==> config.mk <==
export PLATFORM = sky130hd
export DESIGN_NAME = rtc_field_writer
export DESIGN_NICKNAME = d
export VERILOG_FILES = /design/src/rtl/rtc_pkg.sv /design/src/rtl/rtc_bus_write_seq.sv /design/src/rtl/rtc_field_writer.sv
export SDC_FILE = /design/constraint.sdc
export NUM_CORES = 1
export LEC_CHECK = 0
export CAP_MARGIN = 20
export CORE_MARGIN = 2
export CORE_UTILIZATION = 50
export DETAILED_ROUTE_END_ITERATION = 8
export PLACE_DENSITY = 0.76
export SLEW_MARGIN = 5
export SYNTH_ARGS = -nofsm -noshare
export SYNTH_HDL_FRONTEND = slang
export SYNTH_SLANG_ARGS = --single-unit
==> constraint.sdc <==
create_clock -name clk -period 7.8 [get_ports clk]
set_input_delay 2.34 -clock clk [delete_from_list [all_inputs] [get_ports clk]]
set_output_delay 2.34 -clock clk [all_outputs]
set_load 0.05 [all_outputs]
==> src/rtl/rtc_pkg.sv <==
// Shared definitions for the RTC time-field units: write-sequencer states,
// bus constants, field register addresses and the binary-to-BCD helper.
package rtc_pkg;

  typedef enum logic [2:0] {
    IDLE,
    ADDR_SETUP,
    ADDR_WR,
    ADDR_HOLD,
    DATA_SETUP,
    DATA_WR,
    DATA_HOLD,
    DONE
  } wr_state_t;

  localparam logic [7:0] BUS_IDLE_DATA = 8'h00;

  localparam logic [7:0] ADDR_SEC   = 8'h20;
  localparam logic [7:0] ADDR_MIN   = 8'h21;
  localparam logic [7:0] ADDR_HOUR  = 8'h22;
  localparam logic [7:0] ADDR_DAY   = 8'h23;
  localparam logic [7:0] ADDR_MONTH = 8'h24;
  localparam logic [7:0] ADDR_YEAR  = 8'h25;

  // Valid for 0..99; every field modulus is capped at 100.
  function automatic logic [7:0] bin2bcd(input logic [6:0] bin);
    logic [3:0] tens;
    logic [3:0] units;
    tens  = 4'(bin / 7'd10);
    units = 4'(bin % 7'd10);
    return {tens, units};
  endfunction

endpackage

==> src/rtl/rtc_bus_write_seq.sv <==
// Write sequencer for the multiplexed RTC bus: address phase then data phase,
// each split into setup / strobe / hold, timed by one shared down-counter.
//
// state      | meaning
// IDLE       | bus released, waiting for start
// ADDR_SETUP | address driven, cs_n low, wr_n high
// ADDR_WR    | address strobe, wr_n low
// ADDR_HOLD  | address held after wr_n rises
// DATA_SETUP | latched data driven, wr_n high
// DATA_WR    | data strobe, wr_n low
// DATA_HOLD  | data held after wr_n rises
// DONE       | bus released, one-cycle done pulse
module rtc_bus_write_seq
  import rtc_pkg::*;
#(
  parameter int T_SETUP = 2,
  parameter int T_PULSE = 4,
  parameter int T_HOLD  = 2
) (
  input  logic       clk,
  input  logic       reset,
  input  logic       start,
  input  logic [7:0] addr,
  input  logic [7:0] data,
  output logic       cs_n,
  output logic       rd_n,
  output logic       wr_n,
  output logic       ad,
  output logic [7:0] bus_data,
  output logic       bus_oe,
  output logic       busy,
  output logic       done
);

  localparam int T_MAX = (T_SETUP > T_PULSE) ? ((T_SETUP > T_HOLD) ? T_SETUP : T_HOLD)
                                             : ((T_PULSE > T_HOLD) ? T_PULSE : T_HOLD);
  localparam int TMR_W = $clog2(T_MAX) + 1;

  localparam logic [TMR_W-1:0] LD_SETUP = TMR_W'(T_SETUP - 1);
  localparam logic [TMR_W-1:0] LD_PULSE = TMR_W'(T_PULSE - 1);
  localparam logic [TMR_W-1:0] LD_HOLD  = TMR_W'(T_HOLD - 1);

  wr_state_t        state, next_state;
  logic [TMR_W-1:0] tmr, tmr_next;
  logic [7:0]       data_lat, data_lat_next;
  logic             cs_n_next, wr_n_next, ad_next, bus_oe_next, busy_next, done_next;
  logic [7:0]       bus_data_next;

  assign rd_n = 1'b1;

  always_ff @(posedge clk or posedge reset) begin
    if (reset) begin
      state    <= IDLE;
      tmr      <= '0;
      data_lat <= 8'h00;
      cs_n     <= 1'b1;
      wr_n     <= 1'b1;
      ad       <= 1'b1;
      bus_data <= BUS_IDLE_DATA;
      bus_oe   <= 1'b0;
      busy     <= 1'b0;
      done     <= 1'b0;
    end else begin
      state    <= next_state;
      tmr      <= tmr_next;
      data_lat <= data_lat_next;
      cs_n     <= cs_n_next;
      wr_n     <= wr_n_next;
      ad       <= ad_next;
      bus_data <= bus_data_next;
      bus_oe   <= bus_oe_next;
      busy     <= busy_next;
      done     <= done_next;
    end
  end

  always_comb begin
    next_state    = state;
    tmr_next      = (tmr != '0) ? tmr - 1'b1 : tmr;
    data_lat_next = data_lat;

    case (state)
      IDLE: if (start) begin
        next_state    = ADDR_SETUP;
        tmr_next      = LD_SETUP;
        data_lat_next = data;
      end
      ADDR_SETUP: if (tmr == '0) begin next_state = ADDR_WR;    tmr_next = LD_PULSE; end
      ADDR_WR:    if (tmr == '0) begin next_state = ADDR_HOLD;  tmr_next = LD_HOLD;  end
      ADDR_HOLD:  if (tmr == '0) begin next_state = DATA_SETUP; tmr_next = LD_SETUP; end
      DATA_SETUP: if (tmr == '0) begin next_state = DATA_WR;    tmr_next = LD_PULSE; end
      DATA_WR:    if (tmr == '0) begin next_state = DATA_HOLD;  tmr_next = LD_HOLD;  end
      DATA_HOLD:  if (tmr == '0) begin next_state = DONE;       tmr_next = '0;       end
      DONE:       next_state = IDLE;
      default:    next_state = IDLE;
    endcase

    // Outputs are decoded from the next state so they register in step with it.
    cs_n_next     = 1'b1;
    wr_n_next     = 1'b1;
    ad_next       = 1'b1;
    bus_data_next = BUS_IDLE_DATA;
    bus_oe_next   = 1'b0;
    busy_next     = (next_state != IDLE);
    done_next     = (next_state == DONE);

    case (next_state)
      ADDR_SETUP, ADDR_WR, ADDR_HOLD: begin
        cs_n_next     = 1'b0;
        ad_next       = 1'b0;
        bus_data_next = addr;
        bus_oe_next   = 1'b1;
        wr_n_next     = (next_state != ADDR_WR);
      end
      DATA_SETUP, DATA_WR, DATA_HOLD: begin
        cs_n_next     = 1'b0;
        bus_data_next = data_lat_next;
        bus_oe_next   = 1'b1;
        wr_n_next     = (next_state != DATA_WR);
      end
      default: ;
    endcase
  end

endmodule

==> src/rtl/rtc_field_writer.sv <==
// One RTC time field: modulo up/down counter edited by up/down edges, BCD view
// of the count, and a bus write sequencer that pushes a snapshot to the RTC.
module rtc_field_writer
  import rtc_pkg::*;
#(
  parameter int         MODULUS   = 60,
  parameter int         RESET_VAL = 0,
  parameter logic [7:0] REG_ADDR  = 8'h21,
  parameter int         T_SETUP   = 2,
  parameter int         T_PULSE   = 4,
  parameter int         T_HOLD    = 2,
  localparam int        CNT_W     = $clog2(MODULUS)
) (
  input  logic             clk,
  input  logic             reset,
  input  logic             adj_en,
  input  logic             up,
  input  logic             down,
  input  logic             wr_req,
  output logic [CNT_W-1:0] value,
  output logic [7:0]       bcd,
  output logic [7:0]       bus_data,
  output logic             bus_oe,
  output logic             cs_n,
  output logic             rd_n,
  output logic             wr_n,
  output logic             ad,
  output logic             busy,
  output logic             done
);

  localparam logic [CNT_W-1:0] CNT_MAX  = CNT_W'(MODULUS - 1);
  localparam logic [CNT_W-1:0] CNT_INIT = CNT_W'(RESET_VAL);

  logic up_prev, down_prev;
  logic up_rise, down_rise;

  assign up_rise   = up & ~up_prev;
  assign down_rise = down & ~down_prev;

  // Prev levels track continuously so edges seen while locked out are lost, not deferred.
  always_ff @(posedge clk or posedge reset) begin
    if (reset) begin
      up_prev   <= 1'b0;
      down_prev <= 1'b0;
      value     <= CNT_INIT;
    end else begin
      up_prev   <= up;
      down_prev <= down;
      if (adj_en && !busy) begin
        if (up_rise && !down_rise)
          value <= (value == CNT_MAX) ? '0 : value + CNT_W'(1);
        else if (down_rise && !up_rise)
          value <= (value == '0) ? CNT_MAX : value - CNT_W'(1);
      end
    end
  end

  assign bcd = bin2bcd(7'(value));

  rtc_bus_write_seq #(
    .T_SETUP (T_SETUP),
    .T_PULSE (T_PULSE),
    .T_HOLD  (T_HOLD)
  ) u_seq (
    .clk      (clk),
    .reset    (reset),
    .start    (wr_req),
    .addr     (REG_ADDR),
    .data     (bcd),
    .cs_n     (cs_n),
    .rd_n     (rd_n),
    .wr_n     (wr_n),
    .ad       (ad),
    .bus_data (bus_data),
    .bus_oe   (bus_oe),
    .busy     (busy),
    .done     (done)
  );

endmodule

==> summary.log <==
qor: worst_setup_path.critPathMaxStageDelay 0.82 ns
qor: cells_and_area.antenna_cells_inserted 0
qor: synth.synth_cell_type_count 50
qor: grt.overflow 0
qor: placed_design.post-dp-hpwl 3200 µm
qor: detailed_routing.vias_per_inst 5.66
qor: detailed_routing.post_drt_wl_per_cell 13.5 µm
qor: worst_setup_path.crit_family buffers and inverters
qor: clock_tree.clockRootBuffer clkbuf_8
qor: clock_tree.tritoncts_clock_tree yes
qor: synth.synth.top_cells.by_count dfrtp_1, nand2_1, nor2_1
qor: outcome.run_status finished, final reports clean
qor: grt.grt_max_degree 37
qor: clock_tree.cts_inserted_buffers 5
qor: detailed_routing.routed_length_on_met2 2160 µm
qor: grt.grt_first_pass_wirelength 7480 µm
qor: sta.grt_setup_unrepaired false
qor: synth.yosys_warnings 0
qor: worst_setup_path.worstSetupEndpointType output pin
qor: floorplan.fp-row-count 24
qor: clock_tree.worst_skew_pair.late_latency 0.29 ns
qor: floorplan.fp.dieW 71.1 µm
qor: placed_design.io_buffer_count 32
qor: sta.report.final.hold_viol_count 0
qor: synth.avgSynthCellArea 8.73 µm²
qor: synth.yosys_register_bits 36
qor: detailed_routing.drt_first_iter_violations 130
qor: grt.global_route.usage.total 18.7%
qor: clock_tree.clkSinkCount 36
qor: sta.fin_tns_setup 0 ns
qor: synth.synth_nets 278
qor: synth.synth-main-ff-cell dfrtp_1
qor: floorplan.floorplan.io_pins 35
qor: synth.synth_edf_count 0
qor: worst_setup_path.critical_path.max_fanout 13
qor: sta.worstMarginPinSlew 0.792 ns
qor: sta.period_minus_slack 6.84 ns
qor: synth.synthCells 258
qor: sta.fmax 146 MHz
qor: detailed_routing.detail_route.drc_violations 0
qor: detailed_routing.dr.pass1.iters 4
qor: worst_setup_path.criticalPathCategory flop to output pin
qor: clock_tree.hold_buffers 0
qor: sta.finalSetupViolCount 0
qor: detailed_routing.via_count 1878
qor: detailed_routing.met3_length 217 µm
qor: clock_tree.cts-htree-levels 2
qor: cells_and_area.post_route_cells_drive_above_1_share 6.07%
qor: sta.layout_worst_path_cycle_share 87.7%
qor: detailed_routing.highest-signal-layer met4
qor: min_path.min_path_type flop to flop
qor: sta.timing.final.max_slew_violations 0
qor: placed_design.detailed_place.area 0.00252 mm²
qor: floorplan.core_area 0.00435 mm²
qor: worst_setup_path.timing.critical_path.cells inv_1 -> ha_1 -> or2_4 -> a221o_1 -> a32o_1 -> o21ai_0 -> ha_1 -> a211oi_1 -> mux2i_1 -> and3_1 -> mux2i_1 -> clkdlybuf4s50_1
qor: detailed_routing.wl 4490 µm
qor: synth.cell_type_with_the_largest_total_area_after_synthesis dfrtp_1
qor: cells_and_area.postLayoutCellArea 0.00261 mm²
qor: detailed_routing.drt-met1-wl 2040 µm
qor: floorplan.floorplan.die_area 0.00506 mm²
qor: sta.slew_margin_rel 47.2%
qor: worst_setup_path.cp.buffers_inverters 2
qor: synth.synthMostInstantiatedCell dfrtp_1
qor: grt.antenna_found_initial 0
qor: cells_and_area.net_total_in_the_final_layout 299
qor: clock_tree.clk_pin_slew_worst_paths 0.08 ns
qor: detailed_routing.detail-route-antenna-nets 0
qor: synth.synth_largest_type_area_fraction 36.6%
qor: floorplan.fp.dieH 71.1 µm
qor: placed_design.routability_congestion 0.896
qor: job.cap_viol_max_count 0
qor: synth.sequential_share_of_the_synthesized_area 40.1%
qor: synth.post_synth_main_area_contributors dfrtp_1, ha_1, nand2_1
qor: cells_and_area.fillerInstances 404
qor: floorplan.start_util 51.8%
qor: grt.first_global_vias 1704
qor: worst_setup_path.arrival 4.50 ns
qor: cells_and_area.layout-area-overhead-vs-synth 15.6%
qor: worst_setup_path.critPathSlowestCell clkdlybuf4s50_1
qor: synth.synthArstFlopShare 100%
qor: worst_setup_path.timing.critical_path.from_type flop
qor: clock_tree.resized_gates_after_cts 0
qor: worst_setup_path.worstPathRequired 5.46 ns
qor: clock_tree.clock_path_buffers 2
qor: synth.syn_area 0.00225 mm²
qor: clock_tree.postCtsSetupRepairBufs 0
qor: sta.final.setup_skew 0.00506 ns
[cell type report]
cell class	instances	area, µm²	share of cell area (%)
well taps	52	65.1	2.50
repair buffers	34	335	12.9
flip-flops and latches	36	905	34.7
inverters	17	63.8	2.45
clock inverters	3	18.8	0.720
clock buffers	5	68.8	2.64
multi-input cells	185	1150	44.1
[path summary, 6_finish.rpt]
| kind | start | depth (start not counted) | slack (ns) | to |
|---|---|---|---|---|
| hold / removal | u_seq.data_lat[7] | 1 | 0.48 | u_seq.data_lat[7] |
| setup / recovery | value[4] | 12 | 0.96 | bcd[2] |
| max in group asynchronous | reset | 3 | 5.01 | u_seq.ad |
| setup reg to reg | value[4] | 11 | 4.32 | u_seq.bus_data[4] |
| hold reg to reg | u_seq.data_lat[7] | 1 | 0.48 | u_seq.data_lat[7] |
| min in group asynchronous | reset | 3 | 2.44 | value[4] |
[cell usage in the layout, fill, tap and decap left out, types with 2 or more instances in the layout]
cell type	Yosys	layout
nor2b_1	4	4
dfrtp_1	33	33
nand2_1	28	28
a211o_1	2	2
buf_4	3	2
a32o_1	2	2
nand2b_1	3	3
o221ai_1	2	2
a31oi_1	8	8
nor2_1	27	27
mux2i_1	4	4
o31ai_1	3	3
nand3_1	5	5
nor3_1	7	7
o211ai_1	2	2
a21oi_1	15	15
xnor2_1	4	4
o21ai_0	17	17
clkinv_2	0	2
and2_1	3	3
o21bai_1	3	3
and3_1	2	2
conb_1	2	2
ha_1	14	14
clkbuf_8	2	5
a211oi_1	7	7
dfstp_2	3	3
inv_1	17	17
clkdlybuf4s50_1	0	32
[through the flow]
stage	worst slack, ns	utilization, %	cells	hold WS [ns]
after floorplan	1.34	-	258	0.441
after global placement	1.45	57.8	324	0.460
final	0.958	59.8	332	0.475
after detailed placement	1.31	57.8	324	0.464
after CTS	0.964	59.8	332	0.484
after global routing	0.636	59.8	332	0.495
[flip-flops by register name, summed over array words and instances, names as in the netlist]
signal / flops
down_prev: 1
u_seq.ad: 1
u_seq.bus_data: 8
u_seq.bus_oe: 1
u_seq.busy: 1
u_seq.cs_n: 1
u_seq.data_lat: 8
u_seq.done: 1
u_seq.state: 3
u_seq.tmr: 3
u_seq.wr_n: 1
up_prev: 1
value: 6
[layer usage]
metal	track usage (%)	vias up
li1	-	936
met1	23.6	885
met2	30.7	53
met3	5.13	4
met4	6.92	0
met5	0	-
[cell families after synthesis]
group                    count (synthesis)  share of synthesized area [%]
buffers and inverters                   37                           8.88
AND/OR/NAND/NOR                         90                           18.9
other                                    2                          0.333
adder cells (fa/ha/maj)                 14                           7.77
multiplexers                             4                           1.78
flip-flops                              36                           40.1
AO/OA/AOI/OAI                           71                           20.7
XOR/XNOR                                 4                           1.55
Power is not shown: default switching activity piles up to over one toggle a cycle in this logic, so the estimate is an artifact.
==> edit 1 (same settings) <==
`MODULUS`: 60 -> 120.
--- a/src/rtl/rtc_field_writer.sv
+++ b/src/rtl/rtc_field_writer.sv
@@ -3,7 +3,7 @@
 module rtc_field_writer
   import rtc_pkg::*;
 #(
-  parameter int         MODULUS   = 60,
+  parameter int         MODULUS   = 120,
   parameter int         RESET_VAL = 0,
   parameter logic [7:0] REG_ADDR  = 8'h21,
   parameter int         T_SETUP   = 2,
Ports: changed (resized value); port bits go from 35 to 36. No check against the original RTL was run, so the function may have changed too.
==> edit 1 against the original RTL <==
- count of clock-buffer cells in the layout is 2 higher
- worst setup slack better by 400 ps
- largest cell class unchanged
- synthesized area is 12% higher
- sequential cell count is 1 higher
- global-route usage is 2.8 points higher
- design area is 13% higher
- sequential share of layout area is 3.2 points lower
- critical path depth is 2 lower
- maximum frequency is 6.2% higher
- highest routed layer unchanged
- wire length is 23% higher
- critical endpoint is now bcd[3]
- die area is 11% higher
Power is not shown: default switching activity piles up to over one toggle a cycle in this logic, so the estimate is an artifact.
==> edit 1: results (changes against the original RTL) <==
Status
Outcome: complete, no violations (unchanged).

Setup path
The number of cells on the worst reg-to-reg path was 9 (was 11). The critical path's largest stage delay is 890 ps (was 820 ps). The worst-case register-to-register setup slack is 4510 ps (was 4320 ps).

The standard cell with the maximum stage delay on the critical path is dfrtp_1 (was clkdlybuf4s50_1). The end point of the critical path was bcd[3] (was bcd[2]). The largest fanout on the critical path was 31 (was 13). The gate family responsible for the most delay along the worst path is compound AO/OA/AOI/OAI gates (was buffers and inverters).

The arrival time at the worst endpoint is 4100 ps (was 4500 ps). The start of the worst register-to-register path is value[3]$_DFFE_PP0P_ (was value[4]$_DFFE_PP0P_). The end of the worst register-to-register path is u_seq.data_lat[3]$_DFF_PP0_ (was u_seq.bus_data[4]$_DFF_PP0_).

Layout
The layout cell share with drive strength beyond 1 is 7.029% (was 6.071%). The number of fill cells in the layout is 416 (was 404). Leading registers by flop count: u_seq.bus_data (8), u_seq.data_lat (8), value (7) (was u_seq.bus_data (8), u_seq.data_lat (8), value (6)). The number of nets in the finished design was 328 (was 299).

STA
The clock skew after layout is 3.783 ps (was 5.058 ps). The worst slew margin relative to its limit is 42.94% (was 47.18%).

Global routing
The fraction of met2 tracks used by global routing was 33.04% (was 30.74%). The maximum number of pins on one net before global-route repair is 38 (was 37). The fraction of met3 tracks used by global routing is 5.355% (was 5.128%). The global routing usage summed across all routing layers is 21.45% (was 18.69%). The wire length of the first global-routing pass is 9259 µm (was 7479 µm).

Worst hold path
The cell count of the worst hold path was 2 (was 1). The source of the worst hold timing path is u_seq.data_lat[5]$_DFF_PP0_ (was u_seq.data_lat[7]$_DFF_PP0_). The end point of the worst hold path is u_seq.data_lat[5]$_DFF_PP0_ (was u_seq.data_lat[7]$_DFF_PP0_).

Detailed routing
The detailed router's first-iteration violation count is 228 (was 130). The average via count per standard cell is 5.805 (was 5.657). The aggregate routed wire length is 5517 µm (was 4490 µm).

Synth
The count of cell types in the netlist is 63 (was 50). Most frequent cells after synthesis: dfrtp_1 (34), nor2_1 (23), nand2_1 (21) (was dfrtp_1 (33), nand2_1 (28), nor2_1 (27)). The post-synthesis compound-gate area fraction is 23.87% (was 20.66%).

Dominant cells by area after synthesis: dfrtp_1 (34%), ha_1 (5.0%), o21ai_0 (3.6%), nor2_1 (3.4%), a21oi_1 (3.4%) (was dfrtp_1 (37%), ha_1 (7.8%), nand2_1 (4.7%), nor2_1 (4.5%), o21ai_0 (3.8%)). The share of synthesized area spent on multiplexers came to 1.687% (was 1.777%). The sequential-to-total area share from yosys stat is 36.87% (was 40.14%). The parity-gate share of the synthesized area counting xor and xnor cells is 2.432% (was 1.555%).

The synthesized netlist net count is 310 (was 278).

Place
The total half-perimeter wirelength after legalization and detailed placement came to 3745 µm (was 3201 µm). The number of port buffers is 34 (was 32). The final RePlAce weighted congestion is 0.9601 (was 0.8960).
==> edit 1: cell count changes after synthesis, moves of 4 or more <==
cell,delta
ha_1,-4
o21ai_1,+5
o21a_1,+4
nor3_1,+4
buf_2,+8
nor2_1,-4
o22ai_1,+5
nor2b_1,+5
nand2_1,-7
==> edit 1: stage by stage <==
stage	setup slack (ps)	area [µm²]	hold WS, ps	instances	utilization [%]
final	1356	2945	494.0	380	61.54
after global routing	995.8	2945	525.6	380	61.54
after CTS	1359	2945	494.7	380	61.54
after detailed placement	1698	2840	476.9	372	59.35
after global placement	1830	2840	462.2	372	59.35
after floorplan	2290	2521	446.2	294	-
==> edit 1: layer usage <==
layer | up-vias | share of wire, %
met5 | - | 0
met2 | 59 | 48
li1 | 1095 | -
met1 | 1042 | 46
met4 | 0 | 1.7
met3 | 10 | 4.6
==> edit 1: worst reg2reg max path, cell delays in order (launching register included) <==
cell	delay (ps)
dfrtp_1	890
nor2b_1	170
xnor2_1	190
a211oi_1	510
ha_1	490
nor3b_1	90
a21oi_1	160
o22a_1	150
o221ai_1	140
o41a_1	390
==> edit 1: kinds of logic after synthesis <==
kind of cell               count (synthesis)
buffers and inverters                     44
AOI/OAI and AO/OA                         88
DFF                                       37
and+or+nand+nor                          102
xor gates and xnor gates                   7
other                                      1
muxes                                      4
adders and majority gates                 11
==> edit 1: cell type report <==
class | count | area [µm²] | area share (%)
Multi-Input combinational cell | 213 | 1400 | 47.54
Sequential cell | 37 | 929.6 | 31.56
Timing Repair Buffer | 36 | 355.3 | 12.06
Clock buffer | 7 | 96.34 | 3.271
Tap cell | 67 | 83.83 | 2.846
Inverter | 19 | 71.32 | 2.421
Clock inverter | 1 | 8.758 | 0.2974
==> edit 2 (config.mk and constraints unchanged) <==
Made on the original files. Make the reset (`reset`) synchronous in 2 clocked blocks.
--- a/src/rtl/rtc_bus_write_seq.sv
+++ b/src/rtl/rtc_bus_write_seq.sv
@@ -48,7 +48,7 @@
 
   assign rd_n = 1'b1;
 
-  always_ff @(posedge clk or posedge reset) begin
+  always_ff @(posedge clk) begin
     if (reset) begin
       state    <= IDLE;
       tmr      <= '0;
--- a/src/rtl/rtc_field_writer.sv
+++ b/src/rtl/rtc_field_writer.sv
@@ -39,7 +39,7 @@
   assign down_rise = down & ~down_prev;
 
   // Prev levels track continuously so edges seen while locked out are lost, not deferred.
-  always_ff @(posedge clk or posedge reset) begin
+  always_ff @(posedge clk) begin
     if (reset) begin
       up_prev   <= 1'b0;
       down_prev <= 1'b0;
Check against the original RTL: differs if reset is asserted again (counterexample within 4 cycles, from zero or initial values and one cycle with reset high); with reset held inactive, the same outputs for 10 cycles.
==> edit 2 against the original RTL <==
- synthesized area fell by 10%
- utilization grew 2.1 points
- sequential cell count unchanged
- wire length fell by 7.6%
- design area is 6.3% lower
- clock skew fell by 0.59 ps
- worst setup slack improved by 760 ps
- critical endpoint unchanged
- highest routed layer unchanged
==> edit 2: results (changes against the original RTL) <==
Status
Outcome: complete, no violations (unchanged).

Global routing
The global routing usage summed across all routing layers came to 19.90% (was 18.69%). The maximum number of pins on one net before global-route repair is 30 (was 37). The wire length of the first global-routing pass was 6693 µm (was 7479 µm).

The via count of the first global-routing pass was 1,456 (was 1,704). The number of antenna violations at the first check in global routing was 0 (unchanged).

Synth
The fraction of registers with async set or reset after synthesis was 0% (was 100.0%). The synthesized netlist net count was 260 (was 278). The share of synthesized cell area in full adder, half adder and majority cells is 6.192% (was 7.773%). Dominant cells by area after synthesis: dfxtp_1 (36%), ha_1 (6.2%), nor2_1 (4.5%), a21oi_1 (4.0%), nand2_1 (3.7%) (was dfrtp_1 (37%), ha_1 (7.8%), nand2_1 (4.7%), nor2_1 (4.5%), o21ai_0 (3.8%)). The count of cell types in the netlist is 51 (was 50).

The parity-gate share of the synthesized area counting xor and xnor cells came to 1.734% (was 1.555%). The sequential-to-total area share from yosys stat is 35.67% (was 40.14%). Most frequent cells after synthesis: dfxtp_1 (36), nor2_1 (24), nand2_1 (20) (was dfrtp_1 (33), nand2_1 (28), nor2_1 (27)). The post-synthesis compound-gate area fraction is 23.16% (was 20.66%). The share of synthesized area spent on multiplexers is 2.972% (was 1.777%). The Yosys warning count is 0 (unchanged).

Clock tree
The largest buffer count on any clock path is 2 (unchanged). The root cell of the clock tree is clkbuf_8 (unchanged). The number of buffers inserted by post-CTS setup repair is 0 (unchanged). The clock transition at the registers of the reported paths is 80 ps (about the same). The number of levels in the clock H-tree is 2 (unchanged). The number of gates resized after cts is 0 (unchanged). The clock insertion delay at the later pin of the skew report is 290 ps (about the same). The quantity of hold-fixing buffers added after cts was 0 (unchanged). The number of CTS-inserted buffers is 5 (unchanged).

Power and ir drop
IR analysis of the VDD net gives a maximum drop of 0.0001560 V. Summed over all cells, the static leakage comes to approximately 0.0009 µW. The power dissipated by switching net loads is between 300 and 400 µW.

STA
The actual slew at the worst max-slew pin came to 698.3 ps (was 792.3 ps). The clock skew after layout is 4.466 ps (was 5.058 ps).

Setup path
The largest fanout on the critical path is 21 (was 13). The arrival time at the worst endpoint was 3750 ps (was 4500 ps).

Place
The number of port buffers came to 32 (unchanged). The final RePlAce weighted congestion is 0.8787 (was 0.8960). The total half-perimeter wirelength after legalization and detailed placement came to 2836 µm (was 3201 µm).

The pre-CTS setup slack is 2055 ps (was 1306 ps).

Layout
Leading registers by flop count: u_seq.bus_data (8), u_seq.data_lat (8), value (6) (unchanged). The number of nets in the finished design came to 279 (was 299). The layout cell share with drive strength beyond 1 is 6.818% (was 6.071%). The number of inserted diodes is 0 (unchanged).

Worst hold path
The kind of path behind the tightest hold check is reg -> reg (unchanged).

Detailed routing
The via count came to 1,728 (was 1,878). The average detailed-routed wire length per instance is 13.21 µm (was 13.52 µm). The total iterations of the first detailed-routing run came to 4 (unchanged).

The detailed router's first-iteration violation count came to 149 (was 130).
-- edit 2: logic make-up after synthesis --
group	count (synthesis)
simple gates	89
compound gates	63
flops	36
buf+inv	34
fa+ha+maj	10
mux	6
xor+xnor	4
other cells	2
-- edit 2: stage by stage --
stage / power [µW] / utilization [%] / hold WS [ps] / instances / cell area (µm²)
2_1_floorplan: 575.3 / - / 426.6 / 244 / 2021
3_3_place_gp: 662.0 / 58.71 / 443.7 / 305 / 2315
3_5_place_dp: 667.5 / 58.71 / 449.4 / 305 / 2315
4_1_cts: 833.2 / 61.54 / 466.9 / 313 / 2426
5_1_grt: 886.2 / 61.92 / 478.6 / 314 / 2441
6_report: 827.9 / 61.92 / 461.6 / 314 / 2441
-- edit 2: power groups by stage --
stage	Clock (µW)	Combinational, µW	Sequential, µW
finish	164	395	269
CTS	169	396	269
floorplan	0	281	294
global placement	0	391	271
global route	176	434	276
detailed placement	0	395	273
-- edit 2: final cells by class --
type                    instances  area [µm²]
multi-input cells             174        1155
clock buffers                   5       68.82
well taps                      50       62.56
flip-flops and latches         36       720.7
repair buffers                 35       350.3
fillers                       352        1501
inverters                      11       41.29
clock inverters                 3       42.54
-- edit 2: critical path, cell delays in order (launching register included) --
cell and delay, ps:
dfxtp_1 750, nand2b_1 190, xnor2_1 170, a21o_1 210
ha_1 280, nor2b_1 200, a2111oi_4 320, a2bb2oi_4 220
mux2i_1 260, clkdlybuf4s50_1 840
-- edit 2: metal layers --
metal / global-route usage (%) / vias up / wire [µm] / part of all wire (%)
met5: 0 / - / 0 / 0
met4: 9.184 / 0 / 72 / 1.7
met3: 5.500 / 7 / 176 / 4.2
met2: 31.86 / 35 / 1975 / 48
met1: 24.72 / 784 / 1922 / 46
li1: - / 902 / - / -
-- edit 2: worst paths after layout --
check / cells after the start / slack (ps) / to / startpoint
worst min register to register: 2 / 460 / u_seq.bus_data[3]$_SDFF_PP0_ / u_seq.data_lat[3]$_SDFF_PP0_
worst min-delay path: 2 / 460 / u_seq.bus_data[3]$_SDFF_PP0_ / u_seq.data_lat[3]$_SDFF_PP0_
worst max register to register: 9 / 4940 / u_seq.data_lat[2]$_SDFF_PP0_ / value[5]$_SDFFE_PP0P_
worst max-delay path: 9 / 1710 / bcd[2] / value[5]$_SDFFE_PP0P_
